--- src/rtl/c_join16_pmp.sv ---
// 16-way drive/free join: collects one drive per enabled lane, fires downstream, returns frees.
// Optional watchdog built when JOIN_TIMEOUT_EN is defined; otherwise o_timeout is tied to 0.
module c_join16_pmp #(
  parameter logic [15:0] LANE_EN        = 16'hFFFF,
  parameter int          TIMEOUT_CYCLES = 1024
) (
  input  logic        clk,
  input  logic        rstn,
  input  logic [15:0] i_drive,
  output logic [15:0] o_free,
  output logic        o_driveNext,
  input  logic        i_freeNext,
  output logic        o_fire,
  output logic [15:0] o_arrived,
  output logic        o_dup_err,
  output logic        o_timeout,
  output logic [1:0]  o_state
);

  typedef enum logic [1:0] {
    COLLECT = 2'd0,
    FIRE    = 2'd1,
    WAIT    = 2'd2,
    RELEASE = 2'd3
  } state_t;

  if (LANE_EN == 16'h0000) begin : g_badLaneEn
    $error("LANE_EN must be nonzero");
  end
  if (TIMEOUT_CYCLES < 2 || TIMEOUT_CYCLES > 65535) begin : g_badTimeout
    $error("TIMEOUT_CYCLES must be in 2..65535");
  end

  // Handshake: i_drive[k] and i_freeNext are single-cycle pulses sampled on the rising edge;
  // o_driveNext, o_free and o_fire are single-cycle registered pulses. A lane may drive once
  // per round and only while the join is collecting; anything else is dropped and flagged.
  state_t      state;
  logic [15:0] arr;
  logic [15:0] enDrive;
  logic [15:0] arrNext;
  logic        dupHit;

  always_comb begin
    enDrive = i_drive & LANE_EN;
    arrNext = arr | enDrive;
    dupHit  = (state == COLLECT) ? |(enDrive & arr) : |enDrive;
  end

  always_ff @(posedge clk or negedge rstn) begin
    if (!rstn) begin
      state       <= COLLECT;
      arr         <= 16'h0000;
      o_driveNext <= 1'b0;
      o_free      <= 16'h0000;
      o_fire      <= 1'b0;
      o_dup_err   <= 1'b0;
    end else begin
      o_driveNext <= 1'b0;
      o_free      <= 16'h0000;
      o_fire      <= 1'b0;
      if (dupHit) o_dup_err <= 1'b1;
      case (state)
        COLLECT: begin
          arr <= arrNext;
          if (arrNext == LANE_EN) begin
            state       <= FIRE;
            o_driveNext <= 1'b1;
          end
        end
        FIRE, WAIT: begin
          if (i_freeNext) begin
            state  <= RELEASE;
            o_free <= LANE_EN;
            o_fire <= 1'b1;
          end else begin
            state <= WAIT;
          end
        end
        RELEASE: begin
          arr   <= 16'h0000;
          state <= COLLECT;
        end
        default: state <= COLLECT;
      endcase
    end
  end

  assign o_arrived = arr;
  assign o_state   = state;

`ifdef JOIN_TIMEOUT_EN
  localparam logic [15:0] TimeoutLimit = 16'(TIMEOUT_CYCLES);

  logic [15:0] cnt;
  logic [15:0] cntNext;
  logic [15:0] cntInc;

  always_comb begin
    cntInc  = (cnt == 16'hFFFF) ? cnt : cnt + 16'd1;
    cntNext = cnt;
    case (state)
      COLLECT: cntNext = (arr == 16'h0000) ? 16'd0 : cntInc;
      FIRE:    cntNext = i_freeNext ? 16'd0 : cnt;
      WAIT:    cntNext = i_freeNext ? 16'd0 : cntInc;
      default: cntNext = cnt;
    endcase
  end

  always_ff @(posedge clk or negedge rstn) begin
    if (!rstn) begin
      cnt       <= 16'd0;
      o_timeout <= 1'b0;
    end else begin
      cnt <= cntNext;
      if (cntNext >= TimeoutLimit) o_timeout <= 1'b1;
    end
  end
`else
  assign o_timeout = 1'b0;
`endif

endmodule

--- config.mk ---
export PLATFORM = sky130hd
export DESIGN_NAME = c_join16_pmp
export DESIGN_NICKNAME = d
export VERILOG_FILES = /design/src/rtl/c_join16_pmp.sv
export SDC_FILE = /design/constraint.sdc
export NUM_CORES = 1
export LEC_CHECK = 0
export ABC_AREA = 1
export CAP_MARGIN = 20
export CORE_MARGIN = 1.5
export CORE_UTILIZATION = 35
export DETAILED_ROUTE_END_ITERATION = 7
export PLACE_DENSITY = 0.69
export SLEW_MARGIN = 10
export SYNTH_ARGS = -nofsm -noshare
export SYNTH_HDL_FRONTEND = slang
export SYNTH_SLANG_ARGS = --single-unit
--- constraint.sdc ---
create_clock -name clk -period 1.9 [get_ports clk]
set_input_delay 0.38 -clock clk [delete_from_list [all_inputs] [get_ports clk]]
set_output_delay 0.38 -clock clk [all_outputs]
set_load 0.02 [all_outputs]
; ---- Word level (Yosys, flattened, before mapping)
; Index checks and enable logic that the tools add are counted.
[totals]
inputBits = 19
out_inout_bits = 38
regBits = 37
[op_classes]
n_eq_ne = 5
reduce_logical = 5
n_mux = 11
bitwise_logic = 2
[op_table]
columns = cell, n
row1 = 16-bit two-way mux, 2
row2 = 16-bit one-hot mux with 2 select lines, 1
row3 = 16-bit OR reduction, 2
row4 = 16-bit AND, 1
row5 = "16-bit equality test, second input constant", 1
row6 = 16-bit bitwise OR, 1
row7 = 1-bit two-way mux, 6
row8 = 2-bit one-hot mux with 3 select lines, 1
row9 = "2-bit equality test, second input constant", 2
row10 = "2-bit by 1-bit equality test with 1-bit output, second input constant", 1
row11 = 2-bit logical NOT, 1
row12 = 2-bit two-way mux, 1
row13 = "2-bit by 1-bit != test with 1-bit output, second input constant", 1
row14 = 2-bit nonzero test, 1
row15 = 2-bit OR reduction, 1

; ---- Longest topological paths before layout
; Gate-level depths: netlist of the first run.
[logic_depth]
ltp_word = 4
mapped_depth = 8
depth_no_buf = 8

; ---- Least setup slack after synthesis of the first run
; Ideal clock, no wire load.
[synth_timing]
path_type = reg-to-reg
from = reg state[0], in the netlist o_state[0]
to = reg arr[10], in the netlist o_arrived[10]
t_required_ps = 1826
period_less_slack_ps = 1648
setup_time_ps = 74
path_slack_ps = 252
t_arrival_ps = 1574
stages_incl_launch_ff = 8
cell_sequence = dfrtp_1 inv_1 ha_1 buf_6 or2_1 buf_6 buf_12 a21oi_4
[synth_via]
elab_chain_len = 2
[synth_lines]
columns = element, line
row1 = "start, declared", 37  ; state_t state;
row2 = "start signal, assigned", 51  ; state <= COLLECT;
row3 = "start signal, assigned", 66  ; state <= FIRE;
row4 = "start signal, assigned", 72  ; state <= RELEASE;
row5 = 2-bit equality test / 2-bit logical NOT (equally long branches), 62  ; case (state)
row6 = 16-bit one-hot mux with 2 select lines / 2-bit nonzero test (equally long branches), -
row7 = "end signal, assigned", 64  ; arr <= arrNext;
row8 = "end, declared", 38  ; logic [15:0] arr;
; Several ways; a longest one is shown, not always the timed one.
; A chain may end at the register's enable or synchronous reset.

==> results of run 1 <==
final timing paths:
path | to | startpoint | cells after the start
max | o_free[10] | o_free[14] | 1
min | o_arrived[7] | rstn | 2
max reg2reg | o_state[0] | o_state[0] | 7
min reg2reg | o_dup_err | o_dup_err | 2
max in group asynchronous | o_free[14] | rstn | 2
min in group clk | o_dup_err | o_dup_err | 2
sequential cells by signal, summed over array words and instances (netlist names):
| register | cells |
|---|---|
| o_driveNext | 1 |
| o_free | 1 |
| o_dup_err | 1 |
| o_state | 2 |
| o_arrived | 16 |
cell families after synthesis:
kind of cell	share of synthesized area
buf+inv	0.143
simple gates	0.289
flops	0.397
other cells	0.00283
compound gates	0.149
fa+ha+maj	0.0189
layer usage:
metal / vias up / routed length [um] / global-route usage
met5: - / 0 / 0
met4: 0 / 34 / 0.0638
met3: 2 / 136 / 0.0434
met2: 25 / 1470 / 0.254
met1: 514 / 1470 / 0.214
li1: 593 / - / -
layout make-up:
class | instances | area share
clock inverters | 1 | 0.00265
multi-input cells | 118 | 0.322
well taps | 48 | 0.0318
repair buffers | 66 | 0.335
inverters | 4 | 0.00794
flip-flops and latches | 21 | 0.279
clock buffers | 3 | 0.0218
timing repair:
action,4_1_cts,5_1_grt
buffers inserted,0,0
setup endpoints to repair,17,0
endpoints found under the hold margin,0,0
resized for setup,1,0
hold buffers,0,0
placed cells by master, fill, tap and decap left out:
cell type and instances:
nand3_1 2, a21oi_1 7, dfrtp_1 20, clkdlybuf4s50_1 55, nor2_1 39, clkinv_2 1, inv_1 4, buf_4 11
clkbuf_8 3, ha_1 2, nand2_1 52, dfrtp_2 1, conb_1 1, a21oi_4 10, nand4_1 4, or2_1 1
power groups by stage:
stage          logic [mW]  clock network [mW]  registers, mW
2_1_floorplan        1.60                   0           1.08
5_1_grt              2.62               0.333          0.919
6_report             2.42               0.299          0.881
3_5_place_dp         2.45                   0          0.887
4_1_cts              2.45               0.313          0.884
3_3_place_gp         2.41                   0          0.885
synth_stat cells:
cell,n,area share
a21oi_1,7,0.026
a21oi_4,10,0.12
buf_12,1,0.015
buf_4,17,0.096
buf_6,2,0.017
clkbuf_1,1,0.0028
conb_1,1,0.0028
dfrtp_1,21,0.40
ha_1,2,0.019
inv_1,4,0.011
nand2_1,52,0.15
nand3_1,2,0.0076
nand4_1,4,0.019
nor2_1,39,0.11
or2_1,1,0.0047
per-stage QoR:
stage / util / cells / instance area (um2) / setup WS, ps / power (mW)
2_1_floorplan: - / 164 / 1320 / 252 / 2.67
3_3_place_gp: 0.507 / 257 / 1840 / 251 / 3.29
3_5_place_dp: 0.507 / 257 / 1840 / 192 / 3.34
4_1_cts: 0.520 / 261 / 1890 / 67.8 / 3.65
5_1_grt: 0.520 / 261 / 1890 / 33.4 / 3.87
6_report: 0.520 / 261 / 1890 / 93.9 / 3.60
==> reports/results.ini, run 1 <==
[power_and_ir_drop]
clock_power_share=0.083
p_int_mw=1.90
p_leak_nw=0.802
pwr-share-comb=0.672
swShare=0.473
pwr_density_cell_nw_per_um2=1900
p_seq_frac=0.245
vdd_ir_drop_max_uv=1580
p_sw_mw=1.70

[sta]
rsz0062_at_grt=false
setup_tns_ps=0
fin_crit_sh=0.951
setup_viol=0
fin_crit_ps=1810
final_hold_viol_count=0
hold_ws_ps=462
fmax_mhz=554
fin_skew_ps=3.77
maxSlewViolCount=0

[synth]
synth-seq-cells=21
yosysWarnings=0
yosysUniqueCellTypes=15
synthesis.nets=185
synth_cells=164
netlist_area_um2=1320
yosysSeqAreaShare=0.397
avgSynthCellArea_um2=8.07

[floorplan]
core.rowCount=22
core_um2=3630
initial_core_util=0.364
fp.dieH_um=64.5
dieWidth_um=64.5
io_pins=57
die-area_um2=4160

[drt]
vias=1134
ant_nets=0
wl_per_cell_um=11.9
wl_mm=3.11
viasPerCell=4.34
drt_iter0_markers=47
drc=0
firstDrtPassIters=4

[clock_network]
clk_latency_ps=260
cts.sinks=21
path_clk_slew_ps=80
cts_tree=done
numCtsBuffers=3
htreeDepth=1
cts_root_buffer=clkbuf_8
clock_path_buffers=2

[critical_path]
reg2reg_slack_ps=400
critPathArrivalTime_ps=1430
cp_slowest_cell=clkdlybuf4s50_1
cp_max_fo=17
slowest_delay_ps=660
cp_cell_sequence=clkdlybuf4s50_1
path_delay_family=buffers and inverters
worst-path-buf-inv=1
crit_required_ps=1520
start_kind=register
cp-end-kind=output port
crit_type=register to output port

[status]
status=complete, no violations

[placed_design]
port_buffers=55
hpwlAfterDp_mm=2.44
place_congestion=0.795

[global_route]
grt-ovfl-total=0
grt_max_degree=22
grt_pass1_wl_mm=5.16
track_usage=0.162
grt_pass1_vias=1074
antenna_found_initial=0

[run]
maxCapViolations=0

[finish]
area_growth_pct=42.8
multi_input_area_um2=609
regArea_um2=527
nFillCells=364
diodes=0
layout.nets=235
final_layout_size_suffix_gt1_frac=0.122

[min_path]
hold_class=primary input to asynchronous set/reset pin

(Power assumes the default switching activity.)
==> run 2: changes to the inputs <==
- SETUP_SLACK_MARGIN: not set -> 0.2
==> run 2 against run 1 <==
Effect of this change:
- die area unchanged
- via count decreased by 0.53%
- cell count unchanged
- power decreased by 4.0%
- maximum frequency increased by 8.9%
- sequential power decreased by 1%
- worst setup slack improved by 150 ps
- final area increased by 0.66%
- non-clock buffer count unchanged
- highest routed layer unchanged
- register-to-register slack about the same
- clock-buffer cell count unchanged
- sequential cell count unchanged
==> reports/results.ini, run 2 (same netlist as run 1, synthesis figures left out) <==
[power_and_ir_drop]
vdd_ir_drop_max_uv=1530
p_leak_nw=1.03
pwr_density_cell_nw_per_um2=1810

[critical_path]
cp_slowest_cell=clkdlybuf4s50_1
crit_type=register to output port
start_kind=register
cp_cell_sequence=clkdlybuf4s50_1
critPathArrivalTime_ps=1280
cp_max_fo=4
crit_required_ps=1520
path_delay_family=buffers and inverters
slowest_delay_ps=620
worst-path-buf-inv=1
cp-end-kind=output port

[clock_network]
htreeDepth=1
path_clk_slew_ps=80
numCtsBuffers=3
cts.sinks=21
holdBufCountCts=0
cts_setup_buffers=0
cts_root_buffer=clkbuf_8
clk_latency_ps=260
clock_path_buffers=2
cts_tree=done

[finish]
fin_util=0.524
area_growth_pct=43.8
final_layout_size_suffix_gt1_frac=0.122
largest_register_ffs=16
layout.nets=235
final_cell_mix=nand2_1, nor2_1, clkdlybuf4s50_1
diodes=0
layout_commonest_cell=nand2_1

[global_route]
track_usage=0.162
grt_max_degree=22
grt_pass1_vias=1074
antenna_found_initial=0
grt-ovfl-total=0
grt_pass1_wl_mm=5.16

[floorplan]
dieWidth_um=64.5
die-area_um2=4160
core.rowCount=22
core_um2=3630
io_pins=57
fp.dieH_um=64.5
initial_core_util=0.364

[drt]
wl_mm=3.16
viasPerCell=4.32
drt_iter0_markers=51
firstDrtPassIters=4
drc=0
wl_per_cell_um=12.1
ant_nets=0
vias=1128

[sta]
rsz0062_at_grt=false
fin_skew_ps=4.20
setup_viol=0
maxSlewViolCount=0
fin_crit_sh=0.873
fin_crit_ps=1660
final_hold_viol_count=0
fmax_mhz=603
setup_tns_ps=0
hold_ws_ps=463

[run]
maxCapViolations=0

[placed_design]
port_buffers=55
place_congestion=0.795
hpwlAfterDp_mm=2.44

[min_path]
hold_class=primary input to asynchronous set/reset pin

[status]
status=complete, no violations

[run 2: changes by cell type in the layout (fill, tap and decap cells not counted), sizes merged]
| cell | change |
|---|---|
| clkdlybuf4s50 | -32 |
| dlygate4sd2 | +18 |
| dlymetal6s2s | +14 |
[run 2: worst reg2reg max path, stage by stage (launching register included)]
cell and delay, ps:
dfrtp_1 410, inv_1 60, ha_1 280, or2_1 90
buf_4 330, nand2_1 90, nand2_1 80, nand2_1 50
[run 2: per-stage QoR]
stage               total power [mW]  area (um2)  cells  setup WS (ps)
global route                    3.72        1900    261            201
global placement                3.29        1840    257            251
floorplan                       2.67        1320    164            252
CTS                             3.53        1870    261            206
finish                          3.45        1900    261            242
detailed placement              3.34        1840    257            192
[run 2: what timing repair did]
item / CTS / global route
endpoints found under the hold margin: 0 / 0
pin swaps: 0 / 0
gates resized for setup: 19 / 14
endpoints found under the setup margin: 18 / 14
[run 2: power by group]
part | leakage [nW] | internal (mW) | switching, mW
combinational | 0.745 | 0.962 | 1.32
clock | 0.0255 | 0.146 | 0.152
sequential | 0.258 | 0.655 | 0.212
[run 2: cell type report]
cell class,instances,area (um2)
inverter,4,15.0
timing repair buffer,66,646
tap,48,60.1
clock buffer,3,41.3
fill,363,1730
sequential,21,527
clock inverter,1,5.00
multi-input combinational,118,609
[run 2: final timing paths]
| path | depth (start not counted) | end | startpoint | slack (ps) |
|---|---|---|---|---|
| min reg2reg | 2 | o_dup_err | o_dup_err | 520 |
| max in group asynchronous | 2 | o_free[14] | rstn | 1190 |
| max reg2reg | 7 | o_state[0] | o_state[0] | 400 |
| min in group clk | 2 | o_dup_err | o_dup_err | 520 |
| max | 1 | o_arrived[5] | o_arrived[5] | 240 |
| min | 2 | o_arrived[12] | rstn | 460 |
[run 2: per-layer routing]
metal,vias to the layer above,part of all wire,global-route usage
li1,593,-,-
met1,508,0.46,0.214
met2,25,0.48,0.254
met3,2,0.049,0.0434
met4,0,0.011,0.0638
met5,-,0,0
